$ cat src/rtl/irq_ctrl_axi_if.sv
`default_nettype none
// ============================================================================
//  Module   : irq_ctrl_axi_if
//  Brief    : AXI4-Lite register-bus bundle for the interrupt controller.
//  Revision : 1.0 - initial release
// ============================================================================
interface irq_ctrl_axi_if;
    logic [11:0] awaddr;
    logic [3:0]  awprot;
    logic        awvalid;
    logic        awready;
    logic [31:0] wdata;
    logic [3:0]  wstrb;
    logic        wvalid;
    logic        wready;
    logic [1:0]  bresp;
    logic        bvalid;
    logic        bready;
    logic [11:0] araddr;
    logic [3:0]  arprot;
    logic        arvalid;
    logic        arready;
    logic [31:0] rdata;
    logic [1:0]  rresp;
    logic        rvalid;
    logic        rready;

    modport master (
        output awaddr, awprot, awvalid, wdata, wstrb, wvalid, bready,
               araddr, arprot, arvalid, rready,
        input  awready, wready, bresp, bvalid, arready, rdata, rresp, rvalid
    );

    modport slave (
        input  awaddr, awprot, awvalid, wdata, wstrb, wvalid, bready,
               araddr, arprot, arvalid, rready,
        output awready, wready, bresp, bvalid, arready, rdata, rresp, rvalid
    );
endinterface
`default_nettype wire

$ cat src/rtl/irq_ctrl_axi.sv
`default_nettype none
// ============================================================================
//  Module   : irq_ctrl_axi
//  Brief    : AXI4-Lite interrupt controller: per-source enable, edge/level
//             mode, pending with W1C, priority claim, registered irq.
//  Revision : 1.0 - initial release
// ============================================================================
module irq_ctrl_axi #(
    parameter int NUM_SRC = 8
) (
    input  wire logic               aclk,
    input  wire logic               aresetn,
    irq_ctrl_axi_if.slave           bus,
    input  wire logic [NUM_SRC-1:0] src,
    output logic                    irq
);

    localparam logic [2:0] S_IDLE  = 3'd0;
    localparam logic [2:0] S_WRITE = 3'd1;
    localparam logic [2:0] S_WRESP = 3'd2;
    localparam logic [2:0] S_READ  = 3'd3;
    localparam logic [2:0] S_RRESP = 3'd4;

    localparam logic [1:0] c_resp_okay   = 2'b00;
    localparam logic [1:0] c_resp_decerr = 2'b11;

    logic [2:0]         r_state;
    logic [2:0]         w_state_nxt;
    logic [9:0]         r_addr;
    logic [NUM_SRC-1:0] r_src_q;
    logic [NUM_SRC-1:0] r_pend_edge;
    logic [NUM_SRC-1:0] r_enable;
    logic [NUM_SRC-1:0] r_edge;
    logic               r_irq;
    logic [31:0]        r_rdata;
    logic [1:0]         r_bresp;
    logic [1:0]         r_rresp;

    logic               w_addr_ok;
    logic               w_wr_fire;
    logic               w_rd_fire;
    logic [NUM_SRC-1:0] w_wmask;
    logic [NUM_SRC-1:0] w_wdata_m;
    logic [NUM_SRC-1:0] w_rise;
    logic [NUM_SRC-1:0] w_pending;
    logic [NUM_SRC-1:0] w_active;
    logic [NUM_SRC-1:0] w_claim_hot;
    logic [NUM_SRC-1:0] w_clr;
    logic [NUM_SRC-1:0] w_pend_edge_nxt;
    logic [31:0]        w_claim_id;
    logic [31:0]        w_pend32;
    logic [31:0]        w_en32;
    logic [31:0]        w_edge32;
    logic [31:0]        w_rd_data;
    logic               w_unused;

    // Protection bits and byte-offset address bits carry no meaning here.
    assign w_unused = ^{bus.awprot, bus.arprot, bus.awaddr[1:0], bus.araddr[1:0], bus.wdata};

    assign w_addr_ok = (r_addr < 10'd4);
    assign w_wr_fire = (r_state == S_WRITE) && bus.wvalid && w_addr_ok;
    assign w_rd_fire = (r_state == S_READ) && w_addr_ok;

    // Byte strobes expanded to a per-source bit mask.
    always_comb begin
        w_wmask = '0;
        for (int i = 0; i < NUM_SRC; i++) begin
            w_wmask[i] = bus.wstrb[i/8];
        end
    end

    assign w_wdata_m = bus.wdata[NUM_SRC-1:0] & w_wmask;
    assign w_rise    = src & ~r_src_q;

    // Level sources mirror the delayed input; edge sources use the sticky bit.
    assign w_pending = (r_edge & r_pend_edge) | (~r_edge & r_src_q);
    assign w_active  = w_pending & r_enable;

    // Lowest-numbered active source wins the claim.
    always_comb begin
        w_claim_id  = '0;
        w_claim_hot = '0;
        for (int i = NUM_SRC - 1; i >= 0; i--) begin
            if (w_active[i]) begin
                w_claim_id     = 32'(i + 1);
                w_claim_hot    = '0;
                w_claim_hot[i] = 1'b1;
            end
        end
    end

    // Clears from W1C and claim; a simultaneous rise overrides them.
    always_comb begin
        w_clr = '0;
        if (w_wr_fire && (r_addr == 10'd0)) begin
            w_clr = w_clr | w_wdata_m;
        end
        if (w_rd_fire && (r_addr == 10'd3)) begin
            w_clr = w_clr | w_claim_hot;
        end
        w_pend_edge_nxt = ((r_pend_edge & ~w_clr) | w_rise) & r_edge;
    end

    // Zero-extended register views and the read mux.
    always_comb begin
        w_pend32 = '0;
        w_en32   = '0;
        w_edge32 = '0;
        w_pend32[NUM_SRC-1:0] = w_pending;
        w_en32[NUM_SRC-1:0]   = r_enable;
        w_edge32[NUM_SRC-1:0] = r_edge;
        case (r_addr)
            10'd0:   w_rd_data = w_pend32;
            10'd1:   w_rd_data = w_en32;
            10'd2:   w_rd_data = w_edge32;
            10'd3:   w_rd_data = w_claim_id;
            default: w_rd_data = '0;
        endcase
    end

    // FSM state register.
    always_ff @(posedge aclk) begin
        if (!aresetn) begin
            r_state <= S_IDLE;
        end else begin
            r_state <= w_state_nxt;
        end
    end

    // FSM next-state logic; write wins when both channels request.
    always_comb begin
        w_state_nxt = r_state;
        case (r_state)
            S_IDLE: begin
                if (bus.awvalid) begin
                    w_state_nxt = S_WRITE;
                end else if (bus.arvalid) begin
                    w_state_nxt = S_READ;
                end
            end
            S_WRITE: if (bus.wvalid) w_state_nxt = S_WRESP;
            S_WRESP: if (bus.bready) w_state_nxt = S_IDLE;
            S_READ:  w_state_nxt = S_RRESP;
            S_RRESP: if (bus.rready) w_state_nxt = S_IDLE;
            default: w_state_nxt = S_IDLE;
        endcase
    end

    // FSM outputs; response valids drop as soon as reset is asserted.
    always_comb begin
        bus.awready = (r_state == S_IDLE);
        bus.arready = (r_state == S_IDLE);
        bus.wready  = (r_state == S_WRITE);
        bus.bvalid  = (r_state == S_WRESP) && aresetn;
        bus.rvalid  = (r_state == S_RRESP) && aresetn;
    end

    // Register file, edge detect, irq and response capture.
    always_ff @(posedge aclk) begin
        if (!aresetn) begin
            r_addr      <= '0;
            r_src_q     <= '0;
            r_pend_edge <= '0;
            r_enable    <= '0;
            r_edge      <= '0;
            r_irq       <= 1'b0;
            r_rdata     <= '0;
            r_bresp     <= c_resp_okay;
            r_rresp     <= c_resp_okay;
        end else begin
            r_src_q     <= src;
            r_pend_edge <= w_pend_edge_nxt;
            r_irq       <= |w_active;
            if (r_state == S_IDLE) begin
                if (bus.awvalid) begin
                    r_addr <= bus.awaddr[11:2];
                end else if (bus.arvalid) begin
                    r_addr <= bus.araddr[11:2];
                end
            end
            if (w_wr_fire && (r_addr == 10'd1)) begin
                r_enable <= (r_enable & ~w_wmask) | w_wdata_m;
            end
            if (w_wr_fire && (r_addr == 10'd2)) begin
                r_edge <= (r_edge & ~w_wmask) | w_wdata_m;
            end
            if ((r_state == S_WRITE) && bus.wvalid) begin
                r_bresp <= w_addr_ok ? c_resp_okay : c_resp_decerr;
            end
            if (r_state == S_READ) begin
                r_rresp <= w_addr_ok ? c_resp_okay : c_resp_decerr;
                r_rdata <= w_rd_data;
            end
        end
    end

    assign irq       = r_irq;
    assign bus.rdata = r_rdata;
    assign bus.bresp = r_bresp;
    assign bus.rresp = r_rresp;

endmodule
`default_nettype wire

$ cat src/flat_wrapper.sv
// flat-port wrapper written by rule: the top's interface ports become plain ports
module irq_ctrl_axi_flat 
#(
    parameter int NUM_SRC = 8
)
  (aclk, aresetn, src, irq, bus_awaddr, bus_awprot, bus_awvalid, bus_wdata, bus_wstrb, bus_wvalid, bus_bready, bus_araddr, bus_arprot, bus_arvalid, bus_rready, bus_awready, bus_wready, bus_bresp, bus_bvalid, bus_arready, bus_rdata, bus_rresp, bus_rvalid);
  irq_ctrl_axi_if bus_i ();
  input  wire logic aclk;
  input  wire logic aresetn;
  input  wire logic [NUM_SRC-1:0] src;
  output logic irq;
  input wire logic [$bits(bus_i.awaddr)-1:0] bus_awaddr;
  input wire logic [$bits(bus_i.awprot)-1:0] bus_awprot;
  input wire logic [$bits(bus_i.awvalid)-1:0] bus_awvalid;
  input wire logic [$bits(bus_i.wdata)-1:0] bus_wdata;
  input wire logic [$bits(bus_i.wstrb)-1:0] bus_wstrb;
  input wire logic [$bits(bus_i.wvalid)-1:0] bus_wvalid;
  input wire logic [$bits(bus_i.bready)-1:0] bus_bready;
  input wire logic [$bits(bus_i.araddr)-1:0] bus_araddr;
  input wire logic [$bits(bus_i.arprot)-1:0] bus_arprot;
  input wire logic [$bits(bus_i.arvalid)-1:0] bus_arvalid;
  input wire logic [$bits(bus_i.rready)-1:0] bus_rready;
  output wire logic [$bits(bus_i.awready)-1:0] bus_awready;
  output wire logic [$bits(bus_i.wready)-1:0] bus_wready;
  output wire logic [$bits(bus_i.bresp)-1:0] bus_bresp;
  output wire logic [$bits(bus_i.bvalid)-1:0] bus_bvalid;
  output wire logic [$bits(bus_i.arready)-1:0] bus_arready;
  output wire logic [$bits(bus_i.rdata)-1:0] bus_rdata;
  output wire logic [$bits(bus_i.rresp)-1:0] bus_rresp;
  output wire logic [$bits(bus_i.rvalid)-1:0] bus_rvalid;
  assign bus_i.awaddr = bus_awaddr;
  assign bus_i.awprot = bus_awprot;
  assign bus_i.awvalid = bus_awvalid;
  assign bus_i.wdata = bus_wdata;
  assign bus_i.wstrb = bus_wstrb;
  assign bus_i.wvalid = bus_wvalid;
  assign bus_i.bready = bus_bready;
  assign bus_i.araddr = bus_araddr;
  assign bus_i.arprot = bus_arprot;
  assign bus_i.arvalid = bus_arvalid;
  assign bus_i.rready = bus_rready;
  assign bus_awready = bus_i.awready;
  assign bus_wready = bus_i.wready;
  assign bus_bresp = bus_i.bresp;
  assign bus_bvalid = bus_i.bvalid;
  assign bus_arready = bus_i.arready;
  assign bus_rdata = bus_i.rdata;
  assign bus_rresp = bus_i.rresp;
  assign bus_rvalid = bus_i.rvalid;
  irq_ctrl_axi #(.NUM_SRC(NUM_SRC)) u_core (.aclk(aclk), .aresetn(aresetn), .bus(bus_i), .src(src), .irq(irq));
endmodule
$ cat config.mk
export PLATFORM = sky130hd
export DESIGN_NAME = irq_ctrl_axi_flat
export DESIGN_NICKNAME = d
export VERILOG_FILES = /design/src/rtl/irq_ctrl_axi_if.sv /design/src/rtl/irq_ctrl_axi.sv /design/src/flat_wrapper.sv
export SDC_FILE = /design/constraint.sdc
export NUM_CORES = 1
export LEC_CHECK = 0
export ABC_CLOCK_PERIOD_IN_PS = 3700
export CAP_MARGIN = 5
export CORE_ASPECT_RATIO = 1.2
export CORE_UTILIZATION = 47
export CTS_BUF_LIST = sky130_fd_sc_hd__clkbuf_8 sky130_fd_sc_hd__clkbuf_16
export CTS_CLUSTER_SIZE = 40
export DETAILED_ROUTE_END_ITERATION = 7
export GPL_TIMING_DRIVEN = 0
export PLACE_DENSITY = 0.95
export SETUP_SLACK_MARGIN = 0.5
export SYNTH_ARGS = -nofsm -noshare
export SYNTH_HDL_FRONTEND = slang
export SYNTH_SLANG_ARGS = --single-unit
$ cat constraint.sdc
create_clock -name aclk -period 3.7 [get_ports aclk]
set_input_delay 0.555 -clock aclk [delete_from_list [all_inputs] [get_ports aclk]]
set_output_delay 0.555 -clock aclk [all_outputs]
set_load 0.005 [all_outputs]
# Yosys cells after proc, flatten, opt, wreduce, memory -nomap -nowiden
# Cells that the tools add are included.
# word_totals
elab_cells	83
register_bits	82
out_inout_bits	42
inputBits	83
# classes
n_eq_ne	11
reduce_logical	15
order_cmp	1
bitwise_logic	18
n_mux	28
# op_table
operator	count
$mux 8	10
$and 8x8->8	9
$or 8x8->8	5
$mux 4	8
$not 8->8	4
$pmux 8 s4	1
$eq 10x2->1 const B	2
$mux 10	2
$mux 3	5
$pmux 3 s5	1
$eq 10x1->1 const B	1
$logic_not 10->1	1
$lt 10x3->1 const B	1
$logic_and 1x1->1	9
$reduce_or 8->1	1
$eq 3x2->1 const B	2
$ne 2x2->1 const B	3
$reduce_and 4->1	1
$eq 3x1->1 const B	1
$eq 3x3->1 const B	1
$logic_not 3->1	1
$ne 3x3->1 const B	1
$mux 2	1
$reduce_and 2->1	1
$reduce_bool 2->1	1

# Logic depth before layout (Yosys ltp)
# logic_depth
word_depth	18
ltp_mapped	6
mapped_depth_nobuf	4

# Worst setup path after synthesis
# Ideal clock, no wire load.
# synth_timing
kind	reg-to-reg
start	reg (tool-made name)
end	reg u_core.r_irq (netlist: u_core.irq)
required_ns	3.585
stages_incl_launch_ff	5
synth_period_minus_slack_ns	1.886
arrival_time_ns	1.772
path_buffers	0
setup_ns	0.115
setup_slack_ns	1.814
path_cell_list	dfxtp_1 -> mux2_4 -> a222oi_1 -> or3b_1 -> o21a_1
# synth_rtl
item	line	text
to (signal assigned)	irq_ctrl_axi.sv:173	r_irq <= |w_active;
to (decl)	irq_ctrl_axi.sv:34	logic r_irq;

# Worst setup path in the final report
# layout_timing
start	in aresetn
end	out bus_bvalid
# layout_between
elab_chain_len	1
# layout_rtl
item	line	text
from (decl)	flat_wrapper.sv:9	input wire logic aresetn;
$logic_and 1x1->1	irq_ctrl_axi.sv:154	bus.bvalid = (r_state == S_WRESP) && aresetn;
to (decl)	flat_wrapper.sv:26	output wire logic [$bits(bus_i.bvalid)-1:0] bus_bvalid;
# Every way passes these cells.

==> flow_results.org <==
** Timing
- Final WS setup :: 0.760 ns
- Timing would allow up to 340 MHz.
- Clock tree skew after final layout :: approximately 0.012 ns
- Final setup viols :: 0
- Worst slew margin relative to its limit :: 0.442
- Final-report hold violation count :: 0
- Of the available clock period, the critical path in the final layout requires 0.795.
- Pins over their slew limit :: 0
- Counting I/O delays and the setup requirement, the final critical path takes ~2.9 ns.
- For the final routed database, the setup TNS stands at 0 ns.
- Setup repair after global routing missed its margin :: no
- Slew at the pin with the worst max-slew slack :: roughly 0.83 ns

** Floorplanning
- Measured along the y axis, the die boundary spans 90.9 µm.
- After floorplanning, the core was sized to cover 6410 µm².
- The die is 76.1 µm wide.
- 125 I/O pins were placed.
- The floorplan step defined a die boundary enclosing 6920 µm².
- Effective utilization at floorplan :: 0.484
- The floorplan has 32 rows.

** Clock network
- PostCTS Resize Cnt :: 0
- CTS saw 56 sinks.
- CTS hold repair buffers :: 0
- TritonCTS built the clock tree.
- Largest buffer count on any clock path :: 2
- Clock transition at the registers of the reported paths :: 0.10 ns
- Buffers inserted during clock tree synthesis total 5.
- The clock reaches the later pin of the worst-skew pair after 0.32 ns.
- H-tree Lvls :: 2
- Root buffer selected by CTS :: clkbuf_8
- Setup Fix Bufs, Post-CTS :: 0

** GRT
- Aggregate global-route resource usage :: 0.250
- Entering global routing, the biggest net connects 18 pins.
- GR Overflow Total :: 0
- Wire length of the first global-routing pass :: ~14 mm
- The via count of the first global-routing pass was slightly below 3000.
- The number of antenna violations at the first check in global routing came to 0.

** Critical path
- Worst reg-to-reg path cell count :: 5
- The largest single stage delay on the critical path is 0.56 ns.
- In this run the number of cells on the critical path is 5.
- Together, buffers and inverters on the worst path number 4.
- The cell family contributing the most delay on the critical path is buffers and inverters.
- STA puts the critical path data required time at 3.14 ns.
- The slowest stage of the critical path is the clkdlybuf4s50_1 cell.
- STA classifies the critical path startpoint as a primary input.
- The critical path starts at aresetn.
- Worst Setup End Kind :: output pin
- Critical Path AT :: 2.39 ns
- Across all register-to-register paths, the minimum setup slack is 1.22 ns.
- Category of the most critical setup path :: primary input to output pin
- The critical path ends at bus_bvalid.
- Walking the worst path, the cells encountered are clkdlybuf4s50_1 -> inv_1 -> clkbuf_1 -> nor4b_1 -> clkdlybuf4s50_1.
- Cell repeated most along the worst path :: clkdlybuf4s50_1
- Startpoint of the worst register-to-register path :: u_core.r_addr[5]$_SDFFE_PN0P_
- Along the worst path, the maximum fanout reaches 10.

** Synth
- Among all cell types in the netlist, the one instantiated most often is dfxtp_1.
- Ranked by total cell area, the synthesized netlist is headed by dfxtp_1, buf_4, a21oi_1.
- Most used standard cells in the synthesized netlist :: dfxtp_1, a21oi_1, buf_4, o21ai_0
- The most used flip-flop cell after synthesis is dfxtp_1.
- Counting flops with a built-in enable in the synthesized netlist gives 0.
- The average instance in the mapped netlist occupies 8.35 µm².
- Total of warnings raised by yosys :: 0
- In this run the cell area of the synthesized design comes to 3100 µm².
- Number of storage elements in the synthesis netlist :: 56
- For this run, the register share of the synthesized area comes to 0.362.
- The largest total area in the synthesized netlist belongs to dfxtp_1.
- Synth top area share :: 0.362
- Cells after synthesis :: 371
- The number of different library cells used by synthesis comes to 54.
- Proportion of register bits with asynchronous set or reset after synthesis :: 0

** Finish
- Area of all placed cells without fillers :: 4010 µm²
- Net count, final :: ~550
- 0 antenna diodes ended up in the layout.
- The filler cells instantiated in the layout total 567.
- From synthesis to final layout, the design area changed by 29.5%.
- In the final layout, the share of cells above drive strength 1 is 0.127.

** Run
- Max_cap viols :: 0

** Placed design
- Worst slack at placement :: 0.741 ns
- In this run the cell area measured after placement is a little under 4000 µm².
- The HPWL after detailed placement is approximately 6.3 mm.
- In this run the tool buffered the top-level ports with 61 buffer cells.
- The congestion estimate from routability-driven global placement came to 0.942.

** Power
- Power spread over the standard cell area amounts to 350 nW/µm².
- Power after layout :: 1.40 mW
- Max VDD drop :: between 0.0002 and 0.00025 V
- For this design the static power due to leakage is 1.47 nW.

** Route
- After detailed routing, the number of remaining DRC violations is 0.
- Vias per inst :: 5.67
- DRT iter0 DRCs :: 200
- Detailed Route WL :: 8.53 mm
- Routed WL per cell :: 15.6 µm
- The detail route stage leaves a number of antenna-violating nets equal to 0.
- Detailed routing inserted a total of 3109 vias.
- First drt pass iteration count :: 7

** Status
- Outcome :: finished, final reports clean

** Hold path
- In this run the worst hold path is classified as flip-flop to flip-flop.
- Counting instances, the worst hold path has a depth of 2.
## stage by stage
step,utilization,std cells,hold WS [ns]
finish,0.626,548,0.456
global route,0.626,548,0.476
CTS,0.626,548,0.457
detailed placement,0.609,540,0.443
global placement,0.609,540,0.439
floorplan,-,394,0.448
## routing by layer
metal	GRT usage	share of wire
met4	0.152	0.041
met3	0.0533	0.081
met1	0.268	0.38
met2	0.446	0.49
met5	0	0
## worst reg2reg max path, cell delays in order, from the launching register on
cell,delay (ns)
dfxtp_1,0.34
nor4_1,0.74
nand4_1,0.58
clkbuf_1,0.37
o21ai_0,0.25
a21oi_1,0.09
## cell families after synthesis
group,synth area share
compound gates,0.216
buf+inv,0.104
flops,0.362
mux,0.0646
other cells,0.00121
simple gates,0.252
## power breakdown
part           switching, mW  total (mW)  internal, mW
Sequential            0.0194       0.650         0.631
Combinational          0.190       0.345         0.155
Clock                  0.208       0.409         0.201
## placed cells by master, fill, tap and decap left out, drive strengths merged, types with 2 or more instances in the layout
master	netlist	final
nor4	5	5
clkdlybuf4s50	0	61
dfxtp	56	56
o211ai	3	3
o2bb2ai	2	2
a221o	3	3
buf	32	32
a22oi	3	3
and2	14	14
a211oi	16	16
nand4	4	4
nand2b	4	4
nor2b	13	13
nor3	7	7
and4b	2	2
o21a	2	2
or4	2	2
or3b	6	6
nor4b	5	5
nand2	14	14
a21oi	31	31
conb	1	24
mux2i	14	14
mux2	5	5
a32o	3	3
nand3	21	21
a221oi	4	4
o2111ai	2	2
nor2	21	21
o21ai	27	27
a31oi	2	2
clkbuf	18	23
o22ai	2	2
and3	4	4
nand3b	4	4
or2	3	3
inv	8	8
## how the worst min path moves through the flow
stage,startpoint,slack (ns),endpoint
after CTS,u_core.bus.rdata[7]$_SDFFE_PN0P_,0.46,u_core.bus.rdata[7]$_SDFFE_PN0P_
after global placement,u_core.bus.rdata[7]$_SDFFE_PN0P_,0.44,u_core.bus.rdata[7]$_SDFFE_PN0P_
after global routing,u_core.bus.rdata[4]$_SDFFE_PN0P_,0.48,u_core.bus.rdata[4]$_SDFFE_PN0P_
final,u_core.bus.rdata[4]$_SDFFE_PN0P_,0.46,u_core.bus.rdata[4]$_SDFFE_PN0P_
after floorplan,u_core.bus.rdata[4]$_SDFFE_PN0P_,0.45,u_core.bus.rdata[4]$_SDFFE_PN0P_
after detailed placement,u_core.bus.rdata[7]$_SDFFE_PN0P_,0.44,u_core.bus.rdata[7]$_SDFFE_PN0P_
## final cells by class
type / count / area, µm² / area share
Multi-Input combinational cell: 280 / 1740 / 0.434
Sequential cell: 56 / 1120 / 0.279
Timing Repair Buffer: 61 / 611 / 0.152
Buffer: 50 / 293 / 0.0730
Tap cell: 85 / 106 / 0.0265
Clock buffer: 5 / 68.8 / 0.0171
Clock inverter: 3 / 42.5 / 0.0106
Inverter: 8 / 30.0 / 0.00748
Note: power is estimated with default switching activity, not from simulation.
